## src/rtl/instr_loader.sv

```systemverilog
// Byte-stream program loader and run controller ahead of the pipeline's IF memory.
// Optional build macro STEP_MODE_EN adds a single-cycle 'S' step command.
module instr_loader #(
  parameter int NB_DATA        = 32,
  parameter int NB_BYTE        = 8,
  parameter int MEM_WORDS      = 64,
  parameter int TIMEOUT_CYCLES = 100000
) (
  input  logic               clk,
  input  logic               i_rst,
  input  logic [NB_BYTE-1:0] i_rx_data,
  input  logic               i_rx_valid,
  input  logic               i_pipe_halted,
  output logic               o_we_IF,
  output logic [NB_DATA-1:0] o_instruction_data,
  output logic [NB_DATA-1:0] o_inst_addr,
  output logic               o_halt,
  output logic               o_pipe_rst_n,
  output logic               o_busy,
  output logic               o_overflow
);

  localparam int LP_BYTES = NB_DATA / NB_BYTE;
  localparam int LP_CNT_W = $clog2(LP_BYTES);
  localparam int LP_TO_W  = $clog2(TIMEOUT_CYCLES + 1);

  localparam logic [LP_CNT_W-1:0] LP_LAST_BYTE = LP_CNT_W'(LP_BYTES - 1);
  localparam logic [LP_TO_W-1:0]  LP_TO_LAST   = LP_TO_W'(TIMEOUT_CYCLES - 1);
  localparam logic [NB_DATA-1:0]  LP_MAX_ADDR  = NB_DATA'(4 * (MEM_WORDS - 1));
  localparam logic [NB_DATA-1:0]  LP_ADDR_STEP = NB_DATA'(4);

  localparam logic [NB_BYTE-1:0] LP_CMD_LOAD = NB_BYTE'(8'h4C);
  localparam logic [NB_BYTE-1:0] LP_CMD_RUN  = NB_BYTE'(8'h52);
  localparam logic [NB_BYTE-1:0] LP_CMD_HALT = NB_BYTE'(8'h48);
`ifdef STEP_MODE_EN
  localparam logic [NB_BYTE-1:0] LP_CMD_STEP = NB_BYTE'(8'h53);
`endif

  typedef enum logic [2:0] {
    S_IDLE,
    S_LOAD,
    S_WRITE,
    S_PRERUN,
    S_RUN,
    S_STEP
  } state_t;

  state_t                r_state;
  logic [NB_DATA-1:0]    r_word;
  logic [NB_DATA-1:0]    r_addr;
  logic [LP_CNT_W-1:0]   r_byte_cnt;
  logic [LP_TO_W-1:0]    r_to_cnt;

  logic [NB_DATA-1:0]    w_word_next;
  logic                  w_word_is_halt;

  assign w_word_next    = {r_word[NB_DATA-NB_BYTE-1:0], i_rx_data};
  assign w_word_is_halt = (r_word[NB_DATA-1 -: 6] == 6'b111111);

  // NOTE: every register here is state, so all updates are non-blocking; a
  // blocking assignment would let later branches see the new value mid-cycle.
  always_ff @(posedge clk or posedge i_rst) begin
    if (i_rst) begin
      r_state            <= S_IDLE;
      r_word             <= '0;
      r_addr             <= '0;
      r_byte_cnt         <= '0;
      r_to_cnt           <= '0;
      o_we_IF            <= 1'b0;
      o_instruction_data <= '0;
      o_inst_addr        <= '0;
      o_halt             <= 1'b1;
      o_pipe_rst_n       <= 1'b0;
      o_busy             <= 1'b0;
      o_overflow         <= 1'b0;
    end else begin
      o_we_IF <= 1'b0;
      case (r_state)
        S_IDLE: begin
          o_halt       <= 1'b1;
          o_pipe_rst_n <= 1'b1;
          o_busy       <= 1'b0;
          if (i_rx_valid) begin
            if (i_rx_data == LP_CMD_LOAD) begin
              r_state    <= S_LOAD;
              r_addr     <= '0;
              r_byte_cnt <= '0;
              r_to_cnt   <= '0;
              o_overflow <= 1'b0;
              o_busy     <= 1'b1;
            end else if (i_rx_data == LP_CMD_RUN) begin
              r_state      <= S_PRERUN;
              o_pipe_rst_n <= 1'b0;
              o_busy       <= 1'b1;
            end
`ifdef STEP_MODE_EN
            else if (i_rx_data == LP_CMD_STEP) begin
              r_state <= S_STEP;
              o_halt  <= 1'b0;
              o_busy  <= 1'b1;
            end
`endif
          end
        end

        S_LOAD: begin
          if (i_rx_valid) begin
            r_word   <= w_word_next;
            r_to_cnt <= '0;
            if (r_byte_cnt == LP_LAST_BYTE) begin
              // Write outputs are launched here so o_we_IF is high during WRITE.
              r_byte_cnt <= '0;
              r_state    <= S_WRITE;
              if (r_addr <= LP_MAX_ADDR) begin
                o_we_IF            <= 1'b1;
                o_instruction_data <= w_word_next;
                o_inst_addr        <= r_addr;
                r_addr             <= r_addr + LP_ADDR_STEP;
              end else begin
                o_overflow <= 1'b1;
              end
            end else begin
              r_byte_cnt <= r_byte_cnt + 1'b1;
            end
          end else if (r_byte_cnt != '0) begin
            if (r_to_cnt == LP_TO_LAST) begin
              r_state    <= S_IDLE;
              r_byte_cnt <= '0;
              r_to_cnt   <= '0;
              o_busy     <= 1'b0;
            end else begin
              r_to_cnt <= r_to_cnt + 1'b1;
            end
          end
        end

        S_WRITE: begin
          r_to_cnt <= '0;
          if (w_word_is_halt) begin
            r_state    <= S_IDLE;
            r_byte_cnt <= '0;
            o_busy     <= 1'b0;
          end else begin
            r_state <= S_LOAD;
            if (i_rx_valid) begin
              r_word     <= w_word_next;
              r_byte_cnt <= LP_CNT_W'(1);
            end
          end
        end

        S_PRERUN: begin
          r_state      <= S_RUN;
          o_halt       <= 1'b0;
          o_pipe_rst_n <= 1'b1;
        end

        S_RUN: begin
          if (i_pipe_halted || (i_rx_valid && (i_rx_data == LP_CMD_HALT))) begin
            r_state <= S_IDLE;
            o_halt  <= 1'b1;
            o_busy  <= 1'b0;
          end
        end

`ifdef STEP_MODE_EN
        S_STEP: begin
          r_state <= S_IDLE;
          o_halt  <= 1'b1;
          o_busy  <= 1'b0;
        end
`endif

        default: begin
          r_state <= S_IDLE;
          o_halt  <= 1'b1;
          o_busy  <= 1'b0;
        end
      endcase
    end
  end

endmodule

```

## config.mk

```make
export PLATFORM = sky130hd
export DESIGN_NAME = instr_loader
export DESIGN_NICKNAME = d
export VERILOG_FILES = /design/src/rtl/instr_loader.sv
export SDC_FILE = /design/constraint.sdc
export NUM_CORES = 1
export LEC_CHECK = 0
export ABC_AREA = 1
export BUFFER_PORTS_ARGS = -buffer_cell sky130_fd_sc_hd__buf_4
export CORE_ASPECT_RATIO = 1.2
export CORE_MARGIN = 5
export CORE_UTILIZATION = 62
export CTS_BUF_LIST = sky130_fd_sc_hd__clkbuf_16
export CTS_CLUSTER_DIAMETER = 30
export CTS_CLUSTER_SIZE = 12
export DETAILED_ROUTE_END_ITERATION = 10
export GPL_TIMING_DRIVEN = 1
export PLACE_DENSITY = 0.88
export SLEW_MARGIN = 20
export SYNTH_ARGS = -nofsm -noshare
export SYNTH_HDL_FRONTEND = slang
export SYNTH_SLANG_ARGS = --single-unit
export TNS_END_PERCENT = 20
```

## constraint.sdc

```tcl
create_clock -name clk -period 8.9 [get_ports clk]
set_clock_uncertainty 0.1 [all_clocks]
set_input_delay 2.67 -clock clk [delete_from_list [all_inputs] [get_ports clk]]
set_output_delay 2.67 -clock clk [all_outputs]
set_load 0.05 [all_outputs]
```

==> impl_results.md, run 1 <==
* H-tree levels at 4
* Vias in the first global route at 5230
* Critical path arrival at 4.33 ns
* Met1 Usage GRT at 31.6%
* GR Util met3 at 5.67%
* Hold path startpoint: r_addr[15]
* Flop-to-flop setup slack at 6.64 ns
* Top cell type's share of synthesized area at 57.5%
* Hold Crit Class: reg2reg
* P&R area growth vs syn at 19.7%
* CTS Root Cell: clkbuf_16
* Fin. Hold Viols at 0
* Post-synth top area cell: dfrtp_1
* Post-route DRC at 0
* Routed Antenna Nets at 0
* Hold_ws at 0.367 ns
* Starting Density at 63.7%
* I/O pin count at 81
* Routed vias/inst at 5.32
* DRT Pass-1 Iters at 5
* Final Cycle Share at 46.4%
* Nets at 851
* Core Box Area at 10100 sq um
* DIE AREA at 12500 sq um
* Met2 Usage GRT at 42.3%
* CP required at 9.10 ns
* Clk_lat worst skew at 0.42 ns
* Outcome: finished, final reports clean
* Max Freq at 0.242 GHz
* FF-to-FF End: o_inst_addr[3]
* Initial detailed-routing violation count at 367
* Commonest non-fill, non-tap cell in the layout: nand2_1
* Avg Cell Area, Syn at 8.51 sq um
* Postcts setup bufs at 0
* Largest fanout on the critical path at 72
* Fill cells at 676
* Ant. Diodes at 0
* Std cell rows at 40
* Setup_tns at 0 ns
* Slew Viols, Final at 0
* CTS tree: done
* Final setup viols at 0
* GRT overflow at 0
* Synth area leaders: dfrtp_1, nand2_1, inv_1
* Post_cts resized at 0
* Unique masters post-synth at 28
* Die height at 122 um
* Worst Reg-to-Reg Cells at 7
* Largest net degree at the start of global routing at 77
* Synth Cell Area at 6440 sq um
* R2R Path Start: r_state[0]
* Min Tclk post-route at 4.13 ns
* Multi-input logic area at 2120 sq um
* Hold-critical path endpoint: r_addr[15]
* Crit Path Class: in2reg
* RSZ-0062 raised after global routing: no
* TritonCTS sink count at 149
* Initial antenna violation count at 0
* Die width at 103 um
* DR vias at 5185
* Placer congestion estimate at 0.924
* Worst slew pin tran at 0.922 ns
* Clk buf depth at 2
* Post-DP HPWL at 9690 um
* Post-CTS Hold Fix Bufs at 0
* Total global-route track usage at 25.2%
* Power Total at 2810 uW
* Slew margin rel. at 38.5%
* Highest-count cells in the layout ignoring fill and taps: nand2_1, dfrtp_1, inv_1
* Ratio of cells with drive above 1 in the final layout at 17.8%
* Setup crit start kind: input pin
* Reg area at 3730 sq um
* Sequential area share after synthesis at 57.9%
* Endpoint type of the worst setup path: flop
* Synthesis Warnings at 0
* Inserted Clock Buffers at 17
* Register bit total from synthesis at 149
* Power Density at 364 nW/um^2
* Global route hottest layer: met2
* PortBufs at 78
* Max_cap viols at 0
* Lkg Pwr at 0.00415 uW
* Gate Count Post-Synth at 757
* First-pass GRT wire length at 24800 um
* Clk slew on worst S/H paths at 0.06 ns
* Per-cell routed wire length at 15.0 um
* Hold path cells at 2
* Max VDD drop at 184 uV
* Final WL at 14600 um
-- layer usage --
layer	routed length [um]	share of wire, %
met1	5810	40
met2	7600	52
met3	873	6.0
met4	357	2.4
met5	0	0
-- final cells by class --
class	instances	share of cell area (%)
Inverter	125	6.28
Clock buffer	17	5.52
Clock inverter	15	2.45
Tap cell	126	2.04
Sequential cell	149	48.4
Timing Repair Buffer	81	7.88
Multi-Input combinational cell	461	27.5
-- Yosys cell counts --
cell type	instances
clkbuf_1	8
o21bai_1	2
nand3_1	29
o21ai_1	9
o21ai_2	1
nor3_1	12
buf_6	2
inv_2	11
inv_1	112
a31oi_1	1
dfrtp_1	148
ha_1	4
inv_6	2
nand4_1	14
nand2_2	15
buf_4	3
nor3_2	2
dfstp_2	1
conb_1	1
nand2_1	198
xor2_1	4
nand2_4	5
o21ai_0	64
buf_2	10
nor2_4	3
nand4_4	1
a21oi_1	5
nor2_1	90
-- flip-flops by register name, summed over array words and instances, names as in the netlist --
| name | cells |
|---|---|
| o_busy | 1 |
| o_halt | 1 |
| o_inst_addr | 30 |
| o_instruction_data | 32 |
| o_overflow | 1 |
| o_pipe_rst_n | 1 |
| o_we_IF | 1 |
| r_addr | 30 |
| r_byte_cnt | 2 |
| r_state | 3 |
| r_to_cnt | 17 |
| r_word | 30 |
-- power breakdown --
part / total, uW / switching [uW] / internal (uW)
combinational: 1090 / 800 / 290
clock: 739 / 273 / 466
sequential: 978 / 124 / 854
-- stage by stage --
step	worst slack, ns	instance area, sq um	std cells	utilization [%]
6_report	4.77	7710	974	76.3
5_1_grt	4.62	7710	974	76.3
4_1_cts	4.81	7710	974	76.3
3_5_place_dp	4.41	7100	942	70.2
3_3_place_gp	4.49	7100	942	70.2
2_1_floorplan	2.12	6450	758	-
-- cells by family after synthesis --
kind of cell             share of synthesized area (%)
other                                           0.0582
XOR/XNOR                                         0.544
adder cells (fa/ha/maj)                          0.777
buffers and inverters                             9.38
AND/OR/NAND/NOR                                   24.8
flip-flops                                        57.9
AO/OA/AOI/OAI                                     6.53
-- how the worst max path moves through the flow --
stage / from / end / slack (ns) / cells after the start
floorplan: i_rst / o_busy / 2.12 / 1
global placement: i_rx_valid / o_inst_addr[3] / 4.49 / 8
detailed placement: i_rx_valid / o_inst_addr[3] / 4.41 / 8
CTS: i_rx_valid / o_inst_addr[3] / 4.81 / 8
global route: i_rx_valid / o_instruction_data[25] / 4.62 / 8
finish: i_rx_valid / o_inst_addr[3] / 4.77 / 8
-- critical path: stages --
cell and delay [ns]:
buf_4 0.16, inv_1 0.22, nor3_2 0.08, nand2_2 0.06, buf_4 0.51, inv_2 0.38, nand2_1 0.16, nand2_1 0.06
Note: power is estimated with default switching activity, not from simulation.
==> run 2, diff against run 1 <==
--- a/config.mk
+++ b/config.mk
@@ -9,13 +9,13 @@
 export BUFFER_PORTS_ARGS = -buffer_cell sky130_fd_sc_hd__buf_4
 export CORE_ASPECT_RATIO = 1.2
 export CORE_MARGIN = 5
-export CORE_UTILIZATION = 62
+export CORE_UTILIZATION = 58
 export CTS_BUF_LIST = sky130_fd_sc_hd__clkbuf_16
 export CTS_CLUSTER_DIAMETER = 30
 export CTS_CLUSTER_SIZE = 12
 export DETAILED_ROUTE_END_ITERATION = 10
 export GPL_TIMING_DRIVEN = 1
-export PLACE_DENSITY = 0.88
+export PLACE_DENSITY = 0.83
 export SLEW_MARGIN = 20
 export SYNTH_ARGS = -nofsm -noshare
 export SYNTH_HDL_FRONTEND = slang
==> constraint.sdc (replaced) <==
create_clock -name clk -period 4 [get_ports clk]
set_clock_uncertainty 0.1 [all_clocks]
set_input_delay 1.2 -clock clk [delete_from_list [all_inputs] [get_ports clk]]
set_output_delay 1.2 -clock clk [all_outputs]
set_load 0.05 [all_outputs]
==> run 2 against run 1 <==
Compared with the run above:
- clock power grew 110%
- hold slack gained 0.0013 ns
- die area grew 6.3%
- count of clock-buffer cells in the layout is the same
- utilization shrank 5.8 points
- register-to-register slack lost 4.9 ns
- combinational power grew 120%
- critical path depth grew 3
- cell count grew 0.92%
- final area grew 0.41%
- critical path type unchanged
==> impl_results.md, run 2 (same netlist as run 1, synthesis figures left out) <==
* Clk_lat worst skew at 0.41 ns (was 0.42 ns)
* CP required at 4.19 ns (was 9.10 ns)
* Highest-count cells in the layout ignoring fill and taps: nand2_1, dfrtp_1, inv_1 (unchanged)
* Psw at 2690 uW (was 1200 uW)
* CTS Root Cell: clkbuf_16 (unchanged)
* DRT Pass-1 Iters at 5 (unchanged)
* Lkg Pwr at 0.00414 uW (was 0.00415 uW)
* Ratio of cells with drive above 1 in the final layout at 18.4% (was 17.8%)
* Final WL at 14100 um (was 14600 um)
* Slew Viols, Final at 0 (unchanged)
* Core Box Area at 11000 sq um (was 10100 sq um)
* RSZ-0062 raised after global routing: no (unchanged)
* Sequential share of power at 35.4% (was 34.8%)
* I/O pin count at 81 (unchanged)
* Max VDD drop at 512 uV (was 184 uV)
* Largest fanout on the critical path at 27 (was 72)
* Fin. Hold Viols at 0 (unchanged)
* GRT overflow at 0 (unchanged)
* Worst Reg-to-Reg Cells at 7 (unchanged)
* Most used cell, CP: nand2_1
* DR vias at 5168 (was 5185)
* Final Cycle Share at 66.1%
* Final setup viols at 0 (unchanged)
* Final std cells w/o fill at 983 (was 974)
* Worst slew pin tran at 0.769 ns (was 0.922 ns)
* Commonest non-fill, non-tap cell in the layout: nand2_1 (unchanged)
* Clock network power share at 24.9% (was 26.3%)
* Die width at 106 um (was 103 um)
* Routed vias/inst at 5.26 (was 5.32)
* Power Density at 791 nW/um^2 (was 364 nW/um^2)
* Die height at 125 um (was 122 um)
* Worst setup margin at 1.35 ns (was 4.77 ns)
* Nets at 854 (was 851)
* Total global-route track usage at 22.5% (was 25.2%)
* Clk slew on worst S/H paths at 0.06 ns (about the same)
* Max Freq at 0.378 GHz
* First-pass GRT wire length at 24400 um (was 24800 um)
* Largest register FFs at 32 (unchanged)
* Setup_tns at 0 ns (unchanged)
* Post-CTS Hold Fix Bufs at 0 (unchanged)
* CP max stage cell: nand4_4 (was buf_4)
* Setup slack at placement at 0.984 ns (was 4.41 ns)
* Std cell rows at 42 (was 40)
* Setup crit start kind: input pin (unchanged)
* CP endpoint: r_addr[4] (was o_inst_addr[3])
* Max_cap viols at 0 (unchanged)
* Endpoint type of the worst setup path: flop (unchanged)
* FF-to-FF End: o_instruction_data[25] (was o_inst_addr[3])
* R2R Path Start: r_state[2] (was r_state[0])
* PortBufs at 78 (unchanged)
* Placed cells at 950 (was 942)
* Initial antenna violation count at 0 (unchanged)
* Inserted Clock Buffers at 17 (unchanged)
* P_int at 3440 uW (was 1610 uW)
* Sw Ratio at 43.9% (was 42.7%)
* Clk buf depth at 2 (unchanged)
* Outcome: finished, final reports clean (unchanged)
* Crit. Startpoint: i_rx_data[7] (was i_rx_valid)
* Per-cell routed wire length at 14.4 um (was 15.0 um)
* Initial detailed-routing violation count at 357 (was 367)
* Crit Path Class: in2reg (unchanged)
* Post-route DRC at 0 (unchanged)
* H-tree levels at 4 (unchanged)
* Vias in the first global route at 5197 (was 5230)
* Post_cts resized at 0 (unchanged)
* Hold Crit Class: reg2reg (unchanged)
* CP cell instances: buf_4, inv_1, nand2_1, nor2_1, nand2_1, nand2_4, nand2_4, inv_6, nand4_4, nand2_1, nand2_1 (was buf_4, inv_1, nor3_2, nand2_2, buf_4, inv_2, nand2_1, nand2_1)
* Placer congestion estimate at 0.896 (was 0.924)
* Post-DP HPWL at 9500 um (was 9690 um)
* CTS tree: done (unchanged)
* Routed Antenna Nets at 0 (unchanged)
* Ant. Diodes at 0 (unchanged)
* Largest reg by FF count: o_instruction_data (unchanged)
* Starting Density at 58.7% (was 63.7%)
* P&R area growth vs syn at 20.2% (was 19.7%)
* Largest net degree at the start of global routing at 61 (was 77)
* DIE AREA at 13300 sq um (was 12500 sq um)
* Slew margin rel. at 48.6% (was 38.5%)
* TritonCTS sink count at 149 (unchanged)
* Crit path largest cell delay at 0.40 ns (was 0.51 ns)
* Hold_ws at 0.368 ns (was 0.367 ns)
* Comb pwr share at 39.7% (was 38.8%)
* Min Tclk post-route at 2.65 ns
* Flop-to-flop setup slack at 1.72 ns (was 6.64 ns)
* Critical path arrival at 2.84 ns (was 4.33 ns)
* Postcts setup bufs at 0 (unchanged)
run 2: how the worst min path moves through the flow:
stage                     from    endpoint  slack (ns)  cells past startpoint
floorplan           r_addr[10]  r_addr[10]        0.34                      2
global placement    r_addr[14]  r_addr[14]        0.35                      2
detailed placement  r_addr[14]  r_addr[14]        0.35                      2
CTS                 r_addr[14]  r_addr[14]        0.37                      2
global route         r_addr[9]   r_addr[9]        0.39                      2
finish              r_addr[14]  r_addr[14]        0.37                      2
run 2: routing by layer:
metal | track usage, % | share of wire (%) | vias up
met2 | 37.6 | 50 | 186
li1 | - | - | 2475
met4 | 7.93 | 2.4 | 0
met1 | 29.3 | 41 | 2476
met3 | 4.74 | 6.6 | 31
met5 | 0 | 0 | -
run 2: cell type report:
class / count / area [sq um]
Multi-Input combinational cell: 461 / 2120
Inverter: 125 / 483
Sequential cell: 149 / 3730
Tap cell: 132 / 165
Clock inverter: 15 / 146
Fill cell: 772 / 3240
Clock buffer: 17 / 425
Timing Repair Buffer: 84 / 676
run 2: through the flow:
stage	total power, uW	utilization, %	cell area, sq um
after detailed placement	4560	65.1	7150
after CTS	6120	70.3	7720
after global placement	4480	65.1	7150
after global routing	6490	70.5	7740
final	6130	70.5	7740
after floorplan	3910	-	6450
run 2: power by group through the flow:
stage | logic, uW | registers [uW] | clock network (uW)
2_1_floorplan | 1030 | 2870 | 0
3_3_place_gp | 2320 | 2160 | 0
3_5_place_dp | 2380 | 2180 | 0
4_1_cts | 2410 | 2160 | 1540
5_1_grt | 2640 | 2220 | 1630
6_report | 2440 | 2170 | 1520
run 2: worst max-delay path, delay by kind of cell:
kind / cells / cell delay [ns]
AND/OR/NAND/NOR: 8 / 1.37
buffers and inverters: 3 / 0.28
